**src/rtl/demux_count_sequencer.sv**
```systemverilog
// LED sequencer: a free-running tick counter paces STATIC, CHASE, BOUNCE and ALL
// patterns onto a registered LED vector, with a one-cycle tick pulse per wrap.
module demux_count_sequencer #(
  parameter int NUM_LEDS    = 4,
  parameter int SEL_WIDTH   = 2,
  parameter int COUNT_LIMIT = 4194303
) (
  input  logic                 i_Clk,
  input  logic                 i_Rst_L,
  input  logic                 i_Enable,
  input  logic [1:0]           i_Mode,
  input  logic [SEL_WIDTH-1:0] i_Sel,
  output logic [NUM_LEDS-1:0]  o_LED,
  output logic                 o_Tick
);

  localparam int CW = $clog2(COUNT_LIMIT + 1);
  localparam int PW = $clog2(NUM_LEDS);

  localparam logic [CW-1:0] CNT_LAST = CW'(COUNT_LIMIT);
  localparam logic [CW-1:0] CNT_ZERO = {CW{1'b0}};
  localparam logic [CW-1:0] CNT_ONE  = CW'(1);
  localparam logic [PW-1:0] POS_LAST = PW'(NUM_LEDS - 1);
  localparam logic [PW-1:0] POS_ZERO = {PW{1'b0}};
  localparam logic [PW-1:0] POS_ONE  = PW'(1);

  localparam logic [1:0] MODE_STATIC = 2'd0;
  localparam logic [1:0] MODE_CHASE  = 2'd1;
  localparam logic [1:0] MODE_BOUNCE = 2'd2;
  localparam logic [1:0] MODE_ALL    = 2'd3;

  logic [CW-1:0]       cnt_r;
  logic                tog_r;
  logic [PW-1:0]       pos_r;
  logic                dir_r;
  logic [1:0]          prev_mode_r;
  logic                chg_d_r;

  logic                chg_s;
  logic                tick_s;
  logic [CW-1:0]       cnt_nxt_s;
  logic                tog_nxt_s;
  logic [PW-1:0]       pos_nxt_s;
  logic                dir_nxt_s;
  logic                led_upd_s;
  logic [NUM_LEDS-1:0] led_pat_s;
  logic [NUM_LEDS-1:0] led_nxt_s;

  // Next-state: mode change wins over the tick; position/direction move only on ticks
  always_comb begin
    chg_s     = (i_Mode != prev_mode_r);
    tick_s    = i_Enable & ~chg_s & (cnt_r == CNT_LAST);
    cnt_nxt_s = cnt_r;
    tog_nxt_s = tog_r;
    pos_nxt_s = pos_r;
    dir_nxt_s = dir_r;
    if (chg_s) begin
      cnt_nxt_s = CNT_ZERO;
      pos_nxt_s = POS_ZERO;
      dir_nxt_s = 1'b0;
    end else if (i_Enable) begin
      if (tick_s) begin
        cnt_nxt_s = CNT_ZERO;
        tog_nxt_s = ~tog_r;
        case (i_Mode)
          MODE_CHASE: begin
            if (pos_r == POS_LAST) begin
              pos_nxt_s = POS_ZERO;
            end else begin
              pos_nxt_s = pos_r + POS_ONE;
            end
          end
          MODE_BOUNCE: begin
            // Direction flips on arrival at an end so the end value is never repeated
            if (!dir_r) begin
              if (pos_r == POS_LAST) begin
                pos_nxt_s = pos_r - POS_ONE;
                dir_nxt_s = 1'b1;
              end else begin
                pos_nxt_s = pos_r + POS_ONE;
                dir_nxt_s = ((pos_r + POS_ONE) == POS_LAST);
              end
            end else begin
              if (pos_r == POS_ZERO) begin
                pos_nxt_s = POS_ONE;
                dir_nxt_s = 1'b0;
              end else begin
                pos_nxt_s = pos_r - POS_ONE;
                dir_nxt_s = (pos_r != POS_ONE);
              end
            end
          end
          default: begin
            pos_nxt_s = pos_r;
            dir_nxt_s = dir_r;
          end
        endcase
      end else begin
        cnt_nxt_s = cnt_r + CNT_ONE;
      end
    end else begin
      cnt_nxt_s = cnt_r;
    end
  end

  // LED pattern from current state; refreshed while enabled and for two cycles around a mode change
  always_comb begin
    led_pat_s = {NUM_LEDS{1'b0}};
    led_upd_s = i_Enable | chg_s | chg_d_r;
    case (i_Mode)
      MODE_STATIC: begin
        for (int i = 0; i < NUM_LEDS; i++) begin
          led_pat_s[i] = (int'(i_Sel) == i) ? tog_r : 1'b0;
        end
      end
      MODE_CHASE, MODE_BOUNCE: begin
        for (int i = 0; i < NUM_LEDS; i++) begin
          led_pat_s[i] = (int'(pos_r) == i);
        end
      end
      MODE_ALL: led_pat_s = {NUM_LEDS{tog_r}};
      default:  led_pat_s = {NUM_LEDS{1'b0}};
    endcase
    if (led_upd_s) begin
      led_nxt_s = led_pat_s;
    end else begin
      led_nxt_s = o_LED;
    end
  end

  // State and output registers with synchronous active-low reset
  always_ff @(posedge i_Clk) begin
    prev_mode_r <= i_Mode;
    if (!i_Rst_L) begin
      cnt_r   <= CNT_ZERO;
      tog_r   <= 1'b0;
      pos_r   <= POS_ZERO;
      dir_r   <= 1'b0;
      chg_d_r <= 1'b0;
      o_Tick  <= 1'b0;
      o_LED   <= {NUM_LEDS{1'b0}};
    end else begin
      cnt_r   <= cnt_nxt_s;
      tog_r   <= tog_nxt_s;
      pos_r   <= pos_nxt_s;
      dir_r   <= dir_nxt_s;
      chg_d_r <= chg_s;
      o_Tick  <= tick_s;
      o_LED   <= led_nxt_s;
    end
  end

endmodule

```
**config.mk**
```make
export PLATFORM = sky130hd
export DESIGN_NAME = demux_count_sequencer
export DESIGN_NICKNAME = d
export VERILOG_FILES = /design/src/rtl/demux_count_sequencer.sv
export SDC_FILE = /design/constraint.sdc
export NUM_CORES = 1
export LEC_CHECK = 0
export ABC_AREA = 1
export CORE_UTILIZATION = 55
export CTS_CLUSTER_DIAMETER = 30
export CTS_CLUSTER_SIZE = 10
export DETAILED_ROUTE_END_ITERATION = 10
export PLACE_DENSITY = 0.75
export SLEW_MARGIN = 10
export SYNTH_ARGS = -nofsm -noshare
export SYNTH_HDL_FRONTEND = slang
export SYNTH_SLANG_ARGS = --single-unit
```
**constraint.sdc**
```tcl
create_clock -name i_Clk -period 4.7 [get_ports i_Clk]
set_clock_uncertainty 0.05 [all_clocks]
set_input_delay 1.41 -clock i_Clk [delete_from_list [all_inputs] [get_ports i_Clk]]
set_output_delay 1.41 -clock i_Clk [all_outputs]
set_load 0.01 [all_outputs]
```
==> results of run 1 <==
power breakdown:
part	internal, mW	switching, mW
clock	0.124	0.0999
combinational	0.0135	0.0201
sequential	0.291	0.00195
worst reg2reg max path, delay by kind of cell (launching register included):
kind,cells,cell delay [ps]
buffers and inverters,1,80
adder cells (fa/ha/maj),1,240
AND/OR/NAND/NOR,8,860
flip-flops,1,420
layout make-up:
type	instances	area, um2	area share
clock inverter	1	30.03	0.01403
inverter	41	153.9	0.07189
timing repair buffer	11	110.1	0.05143
tap	44	55.05	0.02572
clock buffer	6	51.30	0.02396
sequential	34	680.7	0.3179
multi-input combinational	198	1060	0.4950
logic make-up after synthesis:
group,synth area share
AOI/OAI and AO/OA,0.07199
and+or+nand+nor,0.3818
adders and majority gates,0.05945
DFF,0.3593
xor gates and xnor gates,0.04623
buffers and inverters,0.08124
flip-flops by register name, summed over array words and instances (netlist names):
register     cells
tog_r            1
o_LED            4
prev_mode_r      2
dir_r            1
o_Tick           1
chg_d_r          1
cnt_r           22
pos_r            2
routing by layer:
layer / wire, um / up-vias
met1: 1853 / 721
li1: - / 895
met5: 0 / -
met4: 92 / 0
met3: 178 / 10
met2: 1646 / 35
cell usage in the layout, fill, tap and decap left out:
cell	count
sky130_fd_sc_hd__nand3b_1	2
sky130_fd_sc_hd__nor2_1	54
sky130_fd_sc_hd__nand2_1	53
sky130_fd_sc_hd__or2_2	1
sky130_fd_sc_hd__nand2_2	4
sky130_fd_sc_hd__xor2_1	5
sky130_fd_sc_hd__nand4_2	1
sky130_fd_sc_hd__nand2_4	1
sky130_fd_sc_hd__nand3_2	2
sky130_fd_sc_hd__nor3_1	6
sky130_fd_sc_hd__dfxtp_1	34
sky130_fd_sc_hd__ha_1	9
sky130_fd_sc_hd__clkbuf_4	5
sky130_fd_sc_hd__o21ai_0	14
sky130_fd_sc_hd__inv_2	4
sky130_fd_sc_hd__nor2_2	3
sky130_fd_sc_hd__o31ai_1	1
sky130_fd_sc_hd__clkdlybuf4s50_1	11
sky130_fd_sc_hd__nand3_1	14
sky130_fd_sc_hd__a21oi_1	5
sky130_fd_sc_hd__o21ai_2	1
sky130_fd_sc_hd__nor2_4	5
sky130_fd_sc_hd__inv_1	37
sky130_fd_sc_hd__xnor2_1	5
sky130_fd_sc_hd__nor3b_1	2
sky130_fd_sc_hd__bufinv_16	1
sky130_fd_sc_hd__nand4_1	5
sky130_fd_sc_hd__o22ai_1	4
sky130_fd_sc_hd__clkbuf_8	1
sky130_fd_sc_hd__nor3_2	1
cell usage after synthesis:
cell type | instances | area, um2
sky130_fd_sc_hd__nand3_1 | 14 | 70.07
sky130_fd_sc_hd__inv_1 | 37 | 138.9
sky130_fd_sc_hd__a21oi_1 | 5 | 25.02
sky130_fd_sc_hd__or2_2 | 1 | 6.260
sky130_fd_sc_hd__nor3b_1 | 2 | 15.01
sky130_fd_sc_hd__inv_2 | 4 | 15.01
sky130_fd_sc_hd__o31ai_1 | 1 | 7.510
sky130_fd_sc_hd__o21ai_2 | 1 | 8.760
sky130_fd_sc_hd__nand4_2 | 1 | 12.51
sky130_fd_sc_hd__xor2_1 | 5 | 43.79
sky130_fd_sc_hd__nor2_1 | 54 | 202.7
sky130_fd_sc_hd__nor2_4 | 5 | 56.30
sky130_fd_sc_hd__nand2_1 | 53 | 198.9
sky130_fd_sc_hd__dfxtp_1 | 34 | 680.7
sky130_fd_sc_hd__xnor2_1 | 5 | 43.79
sky130_fd_sc_hd__o21ai_0 | 14 | 70.07
sky130_fd_sc_hd__nor2_2 | 3 | 18.77
sky130_fd_sc_hd__nor3_1 | 6 | 30.03
sky130_fd_sc_hd__ha_1 | 9 | 112.6
sky130_fd_sc_hd__nand2_4 | 1 | 11.26
sky130_fd_sc_hd__nor3_2 | 1 | 10.01
sky130_fd_sc_hd__o22ai_1 | 4 | 25.02
sky130_fd_sc_hd__nand4_1 | 5 | 31.28
sky130_fd_sc_hd__nand3b_1 | 2 | 15.01
sky130_fd_sc_hd__nand2_2 | 4 | 25.02
sky130_fd_sc_hd__nand3_2 | 2 | 20.02
worst paths after layout:
kind	from	endpoint	slack [ps]
setup / recovery	i_Mode[0]	cnt_r[13]$_SDFFE_PP0P_	1960
hold / removal	o_LED[3]$_SDFFE_PN0P_	o_LED[3]$_SDFFE_PN0P_	440
hold reg to reg	o_LED[3]$_SDFFE_PN0P_	o_LED[3]$_SDFFE_PN0P_	440
setup reg to reg	cnt_r[0]$_SDFFE_PP0P_	cnt_r[13]$_SDFFE_PP0P_	2970
per-stage QoR:
stage / hold WS, ps / cell area (um2) / utilization / std cells / setup slack, ps
finish: 441.0 / 2141 / 0.6790 / 335 / 1956
global route: 485.1 / 2141 / 0.6790 / 335 / 1792
CTS: 446.8 / 2141 / 0.6790 / 335 / 1945
detailed placement: 425.5 / 2059 / 0.6532 / 328 / 1574
global placement: 415.7 / 2059 / 0.6532 / 328 / 1615
floorplan: 414.8 / 1894 / - / 273 / 2254
==> metrics.txt, run 1 <==
# TYPE chip_impl_metric gauge
chip_impl_info{name="status",value="finished clean"} 1
chip_impl_metric{name="clk_latency",unit="ps"} 350
chip_impl_metric{name="power_leakage",unit="nW"} 0.8398
chip_impl_metric{name="irDropWorstVdd",unit="mV"} 0.1727
chip_impl_metric{name="worst_slew_pin_slew",unit="ps"} 382.1
chip_impl_metric{name="r2r.worst_path.cells",unit=""} 10
chip_impl_metric{name="antenna_found_initial",unit=""} 0
chip_impl_metric{name="ctsLongestPathBuffers",unit=""} 2
chip_impl_metric{name="vias_per_cell",unit=""} 4.958
chip_impl_metric{name="finalCritPeriodShare",unit=""} 0.5839
chip_impl_metric{name="cts_buffers",unit=""} 5
chip_impl_metric{name="p_per_cell_area",unit="nW/um2"} 257.2
chip_impl_info{name="path_cells",value="clkdlybuf4s50_1 > xnor2_1 > nand2_1 > nor2_2 > nand2_2 > nand2_4 > inv_2 > nand2_1 > nor2_1"} 1
chip_impl_metric{name="synth.ff_latch_count",unit=""} 34
chip_impl_metric{name="share_of_cells_above_drive_strength_1",unit=""} 0.1031
chip_impl_metric{name="crit_fanout",unit=""} 9
chip_impl_metric{name="number_of_global_route_vias_before_repair",unit=""} 1519
chip_impl_metric{name="port_buffers",unit=""} 11
chip_impl_metric{name="floorplan.core_area",unit="um2"} 3153
chip_impl_info{name="start_kind",value="primary input"} 1
chip_impl_metric{name="gr-usage-met1",unit=""} 0.3065
chip_impl_metric{name="placement_rows",unit=""} 20
chip_impl_info{name="clock_tree_from_tritoncts",value="done"} 1
chip_impl_info{name="crit_path_end_kind",value="register"} 1
chip_impl_metric{name="cap_violations",unit=""} 0
chip_impl_info{name="grt-busiest-layer",value="met2"} 1
chip_impl_metric{name="grt_remaining_overflow",unit=""} 0
chip_impl_metric{name="flow.area_growth_from_synthesis",unit="%"} 13.01
chip_impl_metric{name="syn_area",unit="um2"} 1894
chip_impl_metric{name="post_synth_inst_count",unit=""} 273
chip_impl_metric{name="chipWidth",unit="um"} 60.69
chip_impl_metric{name="route.antenna.remaining_nets",unit=""} 0
chip_impl_metric{name="ys_warn_count",unit=""} 0
chip_impl_metric{name="global_route_total_usage_across_every_layer",unit=""} 0.2423
chip_impl_info{name="worstHoldPathType",value="register to register"} 1
chip_impl_metric{name="timing.critical_path.depth",unit=""} 9
chip_impl_metric{name="design.portCount",unit=""} 12
chip_impl_metric{name="avgRoutedWirePerCell",unit="um"} 11.25
chip_impl_metric{name="clock.fmax",unit="GHz"} 0.3644
chip_impl_metric{name="clk_pin_slew",unit="ps"} 110
chip_impl_metric{name="detailedRoute.firstIterationViolations",unit=""} 65
chip_impl_info{name="path_delay_family",value="simple AND/OR/NAND/NOR gates"} 1
chip_impl_metric{name="synth-seq-area-share",unit=""} 0.3593
chip_impl_metric{name="period_minus_slack",unit="ps"} 2744
chip_impl_metric{name="sink_count",unit=""} 34
chip_impl_metric{name="grt_max_degree",unit=""} 11
chip_impl_metric{name="worst_ep_arrival_time",unit="ps"} 2950
chip_impl_metric{name="drtPass1Iterations",unit=""} 4
chip_impl_metric{name="synthesized_net_count",unit=""} 289
chip_impl_metric{name="dr_total_vias",unit=""} 1661
chip_impl_metric{name="num-fill-cells",unit=""} 302
chip_impl_metric{name="grt.met3_usage",unit=""} 0.08102
chip_impl_metric{name="worst_slew_margin_rel",unit=""} 0.7433
chip_impl_metric{name="syn_avg_cell_area",unit="um2"} 6.939
chip_impl_metric{name="yosys_cell_types",unit=""} 26
chip_impl_info{name="cell_type_with_the_highest_occurrence_count_on_the_critical_path",value="sky130_fd_sc_hd__nand2_1"} 1
chip_impl_metric{name="wirelength",unit="mm"} 3.770
chip_impl_metric{name="slew_viol_final",unit=""} 0
chip_impl_metric{name="die-height",unit="um"} 60.69
chip_impl_metric{name="crit_path_max_cell_delay",unit="ps"} 480
chip_impl_metric{name="timing.setup.tns",unit="ps"} 0
chip_impl_metric{name="grt_pass1_wl",unit="mm"} 6.423
chip_impl_metric{name="crit_buf_inv",unit=""} 2
chip_impl_info{name="cts.root.buffer_cell",value="sky130_fd_sc_hd__clkbuf_4"} 1
chip_impl_info{name="criticalPathCategory",value="primary input to register"} 1
chip_impl_metric{name="initial_core_util",unit=""} 0.6008
chip_impl_metric{name="setup_violations",unit=""} 0
chip_impl_metric{name="hold_depth",unit=""} 2
chip_impl_metric{name="finalNetCount",unit=""} 307
chip_impl_metric{name="gp_congestion",unit=""} 0.8525
chip_impl_metric{name="post_cts.resized_instances",unit=""} 0
chip_impl_metric{name="holdBufCountCts",unit=""} 0
chip_impl_metric{name="post-cts-setup-buffers",unit=""} 0
chip_impl_metric{name="finalHoldViolations",unit=""} 0
chip_impl_metric{name="clock_tree.htree_level_count",unit=""} 2
chip_impl_info{name="slowest_stage_cell_on_the_critical_path",value="sky130_fd_sc_hd__clkdlybuf4s50_1"} 1
chip_impl_metric{name="finalPower",unit="uW"} 550.6
chip_impl_metric{name="drc",unit=""} 0
chip_impl_metric{name="post-dp-hpwl",unit="mm"} 2.912
chip_impl_metric{name="cp_data_required_time",unit="ps"} 4910
chip_impl_metric{name="antenna_diode_count",unit=""} 0
chip_impl_metric{name="die_area",unit="um2"} 3683
chip_impl_metric{name="use_met2",unit=""} 0.3846
chip_impl_info{name="unrepaired_setup_endpoints_after_global_routing",value="no"} 1
No activity file was read; power rests on OpenSTA's default activity.
==> run 2: changes to the inputs <==
--- a/config.mk
+++ b/config.mk
@@ -6,7 +6,7 @@
 export NUM_CORES = 1
 export LEC_CHECK = 0
 export ABC_AREA = 1
-export CORE_UTILIZATION = 55
+export CORE_UTILIZATION = 53
 export CTS_CLUSTER_DIAMETER = 30
 export CTS_CLUSTER_SIZE = 10
 export DETAILED_ROUTE_END_ITERATION = 10
==> constraint.sdc (replaced) <==
create_clock -name i_Clk -period 2.38 [get_ports i_Clk]
set_clock_uncertainty 0.05 [all_clocks]
set_input_delay 0.714 -clock i_Clk [delete_from_list [all_inputs] [get_ports i_Clk]]
set_output_delay 0.714 -clock i_Clk [all_outputs]
set_load 0.01 [all_outputs]
==> run 2 against run 1 <==
Net effect: global-route usage down 1.2 points; routed wire length down 1.8%; combinational power up 120%; final cell count up 2.7%; critical path depth up 1; total power up 97%; utilization down 3.1 points; sequential power up 98%; setup slack worse by 1600 ps.
==> metrics.txt, run 2 (synthesis gave the netlist of run 1 again) <==
# TYPE chip_impl_metric gauge
chip_impl_info{name="worstHoldPathType",value="register to register"} 1
chip_impl_metric{name="clockPowerShare",unit=""} 0.396
chip_impl_metric{name="timing.setup.tns",unit="ps"} 0
chip_impl_info{name="criticalPathCategory",value="primary input to register"} 1
chip_impl_metric{name="gp_congestion",unit=""} 0.9023
chip_impl_metric{name="worst_slew_pin_slew",unit="ps"} 416.6
chip_impl_metric{name="die_area",unit="um2"} 3817
chip_impl_metric{name="power_leakage",unit="nW"} 0.8752
chip_impl_info{name="start_kind",value="primary input"} 1
chip_impl_metric{name="fin_util",unit=""} 0.6478
chip_impl_metric{name="antenna_diode_count",unit=""} 0
chip_impl_metric{name="p_per_cell_area",unit="nW/um2"} 493.5
chip_impl_metric{name="number_of_global_route_vias_before_repair",unit=""} 1532
chip_impl_metric{name="antenna_found_initial",unit=""} 0
chip_impl_metric{name="grt_remaining_overflow",unit=""} 0
chip_impl_metric{name="drtPass1Iterations",unit=""} 4
chip_impl_metric{name="cp_data_required_time",unit="ps"} 2570
chip_impl_info{name="topRoutingLayerUsed",value="met4"} 1
chip_impl_metric{name="post_cts.resized_instances",unit=""} 0
chip_impl_metric{name="detailedRoute.firstIterationViolations",unit=""} 111
chip_impl_metric{name="grt_max_degree",unit=""} 11
chip_impl_metric{name="finalNetCount",unit=""} 314
chip_impl_info{name="register_with_the_most_flip_flops",value="cnt_r"} 1
chip_impl_metric{name="wl_met3",unit="um"} 169
chip_impl_metric{name="sink_count",unit=""} 34
chip_impl_info{name="clock_tree_from_tritoncts",value="done"} 1
chip_impl_metric{name="setup_violations",unit=""} 0
chip_impl_metric{name="hold_depth",unit=""} 2
chip_impl_metric{name="power_report.internal_total",unit="uW"} 853.4
chip_impl_metric{name="p_sw",unit="uW"} 230.4
chip_impl_info{name="layout_common_cells",value="sky130_fd_sc_hd__nor2_1 (54), sky130_fd_sc_hd__nand2_1 (53), sky130_fd_sc_hd__inv_1 (37), sky130_fd_sc_hd__dfxtp_1 (34)"} 1
chip_impl_metric{name="detail_route.wirelength.met1",unit="mm"} 1.863
chip_impl_metric{name="clk_pin_slew",unit="ps"} 100
chip_impl_info{name="status",value="finished clean"} 1
chip_impl_info{name="layout.cells.most_common",value="sky130_fd_sc_hd__nor2_1"} 1
chip_impl_metric{name="clk_latency",unit="ps"} 340
chip_impl_metric{name="grt_pass1_wl",unit="mm"} 6.375
chip_impl_metric{name="post_route_setup_slack",unit="ps"} 370.7
chip_impl_metric{name="slew_viol_final",unit=""} 0
chip_impl_metric{name="placement_rows",unit=""} 21
chip_impl_metric{name="worst_slew_margin_rel",unit=""} 0.7201
chip_impl_metric{name="floorplan.core_area",unit="um2"} 3390
chip_impl_metric{name="die-height",unit="um"} 61.79
chip_impl_metric{name="avgRoutedWirePerCell",unit="um"} 10.76
chip_impl_metric{name="share_of_cells_above_drive_strength_1",unit=""} 0.1242
chip_impl_metric{name="clock.fmax",unit="GHz"} 0.4977
chip_impl_metric{name="holdBufCountCts",unit=""} 0
chip_impl_metric{name="wirelength",unit="mm"} 3.702
chip_impl_metric{name="crit_fanout",unit=""} 9
chip_impl_metric{name="post-dp-hpwl",unit="mm"} 2.851
chip_impl_metric{name="global_route_total_usage_across_every_layer",unit=""} 0.2305
chip_impl_metric{name="finalHoldViolations",unit=""} 0
chip_impl_metric{name="design.portCount",unit=""} 12
chip_impl_info{name="cts.root.buffer_cell",value="sky130_fd_sc_hd__clkbuf_4"} 1
chip_impl_metric{name="irDropWorstVdd",unit="mV"} 0.4304
chip_impl_metric{name="cts_buffers",unit=""} 5
chip_impl_metric{name="finalCritPeriodShare",unit=""} 0.8442
chip_impl_metric{name="clock_tree.htree_level_count",unit=""} 2
chip_impl_info{name="crit_path_end_kind",value="register"} 1
chip_impl_metric{name="route.antenna.remaining_nets",unit=""} 0
chip_impl_metric{name="largest_reg_flops",unit=""} 22
chip_impl_metric{name="chipWidth",unit="um"} 61.79
chip_impl_metric{name="comb_power_share",unit=""} 0.069
chip_impl_metric{name="dpl_worst_slack",unit="ps"} 18.14
chip_impl_info{name="unrepaired_setup_endpoints_after_global_routing",value="no"} 1
chip_impl_metric{name="cap_violations",unit=""} 0
chip_impl_metric{name="period_minus_slack",unit="ps"} 2009
chip_impl_info{name="top_regs",value="cnt_r (22), o_LED (4)"} 1
chip_impl_metric{name="netSwitchingFraction",unit=""} 0.2126
chip_impl_metric{name="ctsLongestPathBuffers",unit=""} 2
chip_impl_metric{name="flow.area_growth_from_synthesis",unit="%"} 15.92
chip_impl_metric{name="drc",unit=""} 0
chip_impl_metric{name="r2r.worst_path.cells",unit=""} 10
chip_impl_metric{name="met2_length",unit="mm"} 1.609
chip_impl_metric{name="worst_ep_arrival_time",unit="ps"} 2200
chip_impl_metric{name="post-cts-setup-buffers",unit=""} 0
chip_impl_metric{name="seq_power_share",unit=""} 0.534
chip_impl_metric{name="vias_per_cell",unit=""} 4.875
chip_impl_metric{name="port_buffers",unit=""} 11
chip_impl_metric{name="initial_core_util",unit=""} 0.5589
chip_impl_metric{name="dr_total_vias",unit=""} 1677
## run 2: changes by cell type in the layout (fill, tap and decap cells not counted), sizes merged
cell and delta:
buf +7
## run 2: final timing paths
| path | endpoint | slack (ps) | start |
|---|---|---|---|
| min | o_LED[2]$_SDFFE_PN0P_ | 440 | o_LED[2]$_SDFFE_PN0P_ |
| max | cnt_r[7]$_SDFFE_PP0P_ | 370 | i_Enable |
| max reg2reg | cnt_r[7]$_SDFFE_PP0P_ | 650 | cnt_r[0]$_SDFFE_PP0P_ |
| min reg2reg | o_LED[2]$_SDFFE_PN0P_ | 440 | o_LED[2]$_SDFFE_PN0P_ |
## run 2: area by class of cell
type                            instances  area (um2)
Multi-Input combinational cell        198        1060
Timing Repair Buffer                   18       162.7
Clock buffer                            6       51.30
Sequential cell                        34       680.7
Inverter                               41       153.9
Tap cell                               46       57.56
Fill cell                             296        1194
Clock inverter                          1       30.03
## run 2: through the flow
step	cell area (um2)	hold slack, ps	total power, mW	instances
after floorplan	1894	414.8	0.6283	273
after global placement	2115	415.6	0.6663	337
after detailed placement	2115	431.9	0.6665	337
after CTS	2196	447.5	1.098	344
after global routing	2196	466.9	1.132	344
final	2196	442.3	1.084	344
## run 2: routing by layer
layer,GRT usage,vias to the layer above
li1,-,911
met1,0.2915,733
met2,0.3656,27
met3,0.08075,6
met4,0.07937,0
met5,0,-
## run 2: critical path: stages
cell and delay (ps):
sky130_fd_sc_hd__clkdlybuf4s50_1 640, sky130_fd_sc_hd__nand2_1 120, sky130_fd_sc_hd__nor2_1 100, sky130_fd_sc_hd__nand2_1 70, sky130_fd_sc_hd__nor2_2 140, sky130_fd_sc_hd__nand2_2 90
sky130_fd_sc_hd__nand2_4 130, sky130_fd_sc_hd__inv_2 80, sky130_fd_sc_hd__nand2_1 70, sky130_fd_sc_hd__nor2_1 30
## run 2: power by group through the flow
| stage | Combinational [mW] | Clock (mW) | Sequential [mW] |
|---|---|---|---|
| after CTS | 0.0751 | 0.444 | 0.579 |
| final | 0.0752 | 0.430 | 0.579 |
| after floorplan | 0.0352 | 0 | 0.593 |
| after global routing | 0.0828 | 0.468 | 0.581 |
| after detailed placement | 0.0743 | 0 | 0.592 |
| after global placement | 0.0740 | 0 | 0.592 |
==> run 3: changes to the inputs <==
==> constraint.sdc (replaced) <==
create_clock -name i_Clk -period 1.7 [get_ports i_Clk]
set_clock_uncertainty 0.05 [all_clocks]
set_input_delay 0.51 -clock i_Clk [delete_from_list [all_inputs] [get_ports i_Clk]]
set_output_delay 0.51 -clock i_Clk [all_outputs]
set_load 0.01 [all_outputs]
==> run 3 against run 2 <==
Net effect: total power is 38% higher; sequential power is 40% higher; critical path depth down 1; via count rose by 3.9%; largest power group unchanged; flip-flop and latch count stayed put; register-to-register slack got worse by 520 ps.
==> metrics.txt, run 3 (synthesis gave the netlist of run 1 again) <==
# TYPE chip_impl_metric gauge
chip_impl_info{name="status",value="finished clean"} 1
chip_impl_metric{name="floorplan.core_area",unit="um2"} 3390
chip_impl_metric{name="vias_per_cell",unit=""} 4.799
chip_impl_metric{name="grt_max_degree",unit=""} 11
chip_impl_metric{name="crit_fanout",unit=""} 4
chip_impl_metric{name="worst_slew_margin_rel",unit=""} 0.7059
chip_impl_metric{name="p_sw",unit="uW"} 346.3
chip_impl_info{name="unrepaired_setup_endpoints_after_global_routing",value="no"} 1
chip_impl_info{name="criticalPathCategory",value="primary input to register"} 1
chip_impl_metric{name="clk_latency",unit="ps"} 340
chip_impl_metric{name="antenna_found_initial",unit=""} 0
chip_impl_metric{name="comb_power_share",unit=""} 0.084
chip_impl_metric{name="avgRoutedWirePerCell",unit="um"} 11.05
chip_impl_metric{name="cp_data_required_time",unit="ps"} 1940
chip_impl_metric{name="post_route_setup_slack",unit="ps"} 119.2
chip_impl_info{name="cts.root.buffer_cell",value="sky130_fd_sc_hd__clkbuf_4"} 1
chip_impl_info{name="register_with_the_most_flip_flops",value="cnt_r"} 1
chip_impl_metric{name="seq_power_share",unit=""} 0.542
chip_impl_metric{name="drtPass1Iterations",unit=""} 4
chip_impl_metric{name="drc",unit=""} 0
chip_impl_metric{name="post-cts-setup-buffers",unit=""} 0
chip_impl_metric{name="clock_tree.htree_level_count",unit=""} 2
chip_impl_info{name="layout_common_cells",value="sky130_fd_sc_hd__nor2_1 (54), sky130_fd_sc_hd__nand2_1 (52), sky130_fd_sc_hd__inv_1 (36), sky130_fd_sc_hd__dfxtp_1 (34), sky130_fd_sc_hd__buf_4 (25)"} 1
chip_impl_info{name="cell_type_with_the_highest_occurrence_count_on_the_critical_path",value="sky130_fd_sc_hd__inv_1"} 1
chip_impl_info{name="crit_path_end_kind",value="register"} 1
chip_impl_metric{name="final_area",unit="um2"} 2333
chip_impl_info{name="clock_tree_from_tritoncts",value="done"} 1
chip_impl_metric{name="use_met2",unit=""} 0.3733
chip_impl_metric{name="worst_ep_arrival_time",unit="ps"} 1820
chip_impl_metric{name="clockPowerShare",unit=""} 0.373
chip_impl_metric{name="placement_rows",unit=""} 21
chip_impl_metric{name="grt.met3_usage",unit=""} 0.06832
chip_impl_metric{name="multi_input_comb_area",unit="um2"} 1075
chip_impl_info{name="start_kind",value="primary input"} 1
chip_impl_metric{name="slew_viol_final",unit=""} 0
chip_impl_metric{name="fin_hold_ws",unit="ps"} 436.9
chip_impl_metric{name="crit_path_max_cell_delay",unit="ps"} 320
chip_impl_metric{name="share_of_cells_above_drive_strength_1",unit=""} 0.1861
chip_impl_metric{name="cts_buffers",unit=""} 5
chip_impl_info{name="slowest_stage_cell_on_the_critical_path",value="sky130_fd_sc_hd__dlygate4sd2_1"} 1
chip_impl_metric{name="seq_area",unit="um2"} 680.7
chip_impl_metric{name="power_report.internal_total",unit="mW"} 1.148
chip_impl_info{name="grt-busiest-layer",value="met2"} 1
chip_impl_metric{name="post_dp_cell_area",unit="um2"} 2250
chip_impl_metric{name="flow.area_growth_from_synthesis",unit="%"} 23.18
chip_impl_metric{name="worst_slew_pin_slew",unit="ps"} 437.7
chip_impl_metric{name="die_area",unit="um2"} 3817
chip_impl_metric{name="gr-usage-met1",unit=""} 0.3126
chip_impl_metric{name="largest_reg_flops",unit=""} 22
chip_impl_metric{name="fin_util",unit=""} 0.6884
chip_impl_metric{name="route.antenna.remaining_nets",unit=""} 0
chip_impl_metric{name="timing.critical_path.depth",unit=""} 9
chip_impl_metric{name="setup_violations",unit=""} 0
chip_impl_metric{name="finalHoldViolations",unit=""} 0
chip_impl_metric{name="netSwitchingFraction",unit=""} 0.2318
chip_impl_metric{name="design.portCount",unit=""} 12
chip_impl_metric{name="finalNetCount",unit=""} 332
chip_impl_metric{name="power_leakage",unit="nW"} 0.9976
chip_impl_metric{name="dr_total_vias",unit=""} 1742
chip_impl_metric{name="hold_depth",unit=""} 1
chip_impl_metric{name="finalPower",unit="mW"} 1.494
chip_impl_metric{name="port_buffers",unit=""} 11
chip_impl_metric{name="irDropWorstVdd",unit="mV"} 0.6232
chip_impl_metric{name="holdBufCountCts",unit=""} 0
chip_impl_metric{name="cap_violations",unit=""} 0
chip_impl_info{name="path_delay_family",value="buffers and inverters"} 1
chip_impl_metric{name="period_minus_slack",unit="ps"} 1581
chip_impl_info{name="path_cells",value="dlygate4sd2_1 > inv_1 > ha_1 > inv_1 > o21ai_0 > inv_1 > o22ai_1 > o21ai_0 > nor2_1"} 1
chip_impl_metric{name="global_route_total_usage_across_every_layer",unit=""} 0.2385
chip_impl_metric{name="stdcell_count",unit=""} 363
chip_impl_metric{name="number_of_global_route_vias_before_repair",unit=""} 1570
chip_impl_metric{name="initial_core_util",unit=""} 0.5589
chip_impl_metric{name="r2r.worst_path.cells",unit=""} 10
chip_impl_metric{name="num-fill-cells",unit=""} 304
chip_impl_metric{name="grt_remaining_overflow",unit=""} 0
chip_impl_metric{name="placedCellCount",unit=""} 355
chip_impl_info{name="layout.cells.most_common",value="sky130_fd_sc_hd__nor2_1"} 1
chip_impl_metric{name="chipWidth",unit="um"} 61.79
chip_impl_metric{name="wirelength",unit="mm"} 4.011
chip_impl_metric{name="die-height",unit="um"} 61.79
chip_impl_metric{name="crit_buf_inv",unit=""} 4
chip_impl_metric{name="gp_congestion",unit=""} 0.8657
chip_impl_metric{name="clock.fmax",unit="GHz"} 0.6326
chip_impl_metric{name="grt_pass1_wl",unit="mm"} 6.644
chip_impl_metric{name="post-dp-hpwl",unit="mm"} 3.068
chip_impl_metric{name="timing.setup.tns",unit="ps"} 0
chip_impl_metric{name="detailedRoute.firstIterationViolations",unit=""} 57
chip_impl_metric{name="dpl_worst_slack",unit="ps"} -434.8
chip_impl_info{name="worstHoldPathType",value="primary input to register"} 1
chip_impl_metric{name="ctsLongestPathBuffers",unit=""} 2
chip_impl_metric{name="antenna_diode_count",unit=""} 0
chip_impl_metric{name="clk_pin_slew",unit="ps"} 110
chip_impl_metric{name="sink_count",unit=""} 34
chip_impl_metric{name="finalCritPeriodShare",unit=""} 0.9299
chip_impl_metric{name="p_per_cell_area",unit="nW/um2"} 640.3
chip_impl_info{name="top_regs",value="cnt_r (22), o_LED (4)"} 1
[run 3: cell types whose count changed in the layout (fill, tap and decap cells not counted), sizes merged]
cell and delta:
dlygate4sd2 +8, clkbuf +2, clkdlybuf4s50 -8, buf +18, bufinv -1
[run 3: what timing repair did]
item	in CTS	in global routing
pin swaps	1	0
endpoints found under the setup margin	21	1
endpoints found under the hold margin	0	0
resized for setup	11	1
[run 3: final timing paths]
| check | start | end | slack (ps) |
|---|---|---|---|
| min reg2reg | o_LED[1]$_SDFFE_PN0P_ | o_LED[1]$_SDFFE_PN0P_ | 440 |
| min | i_Mode[1] | prev_mode_r[1]$_DFF_P_ | 440 |
| max reg2reg | cnt_r[0]$_SDFFE_PP0P_ | cnt_r[17]$_SDFFE_PP0P_ | 130 |
| max | i_Mode[0] | o_LED[1]$_SDFFE_PN0P_ | 120 |
[run 3: cell type report]
cell class	instances	share of cell area
sequential	34	0.2917
tap	46	0.02466
clock buffer	8	0.03378
timing repair buffer	36	0.1233
multi-input combinational	198	0.4606
inverter	41	0.06595
[run 3: routing by layer]
| layer | wire length, um | share of wire | vias to the layer above |
|---|---|---|---|
| li1 | - | - | 941 |
| met1 | 2015 | 0.50 | 766 |
| met2 | 1822 | 0.45 | 29 |
| met3 | 119 | 0.030 | 6 |
| met4 | 54 | 0.013 | 0 |
| met5 | 0 | 0 | - |
[run 3: power by group through the flow]
| stage | registers, mW | clock network (mW) | logic (mW) |
|---|---|---|---|
| 3_5_place_dp | 0.829 | 0 | 0.125 |
| 6_report | 0.810 | 0.558 | 0.126 |
| 2_1_floorplan | 0.830 | 0 | 0.0492 |
| 5_1_grt | 0.813 | 0.610 | 0.138 |
| 4_1_cts | 0.810 | 0.568 | 0.123 |
| 3_3_place_gp | 0.828 | 0 | 0.124 |
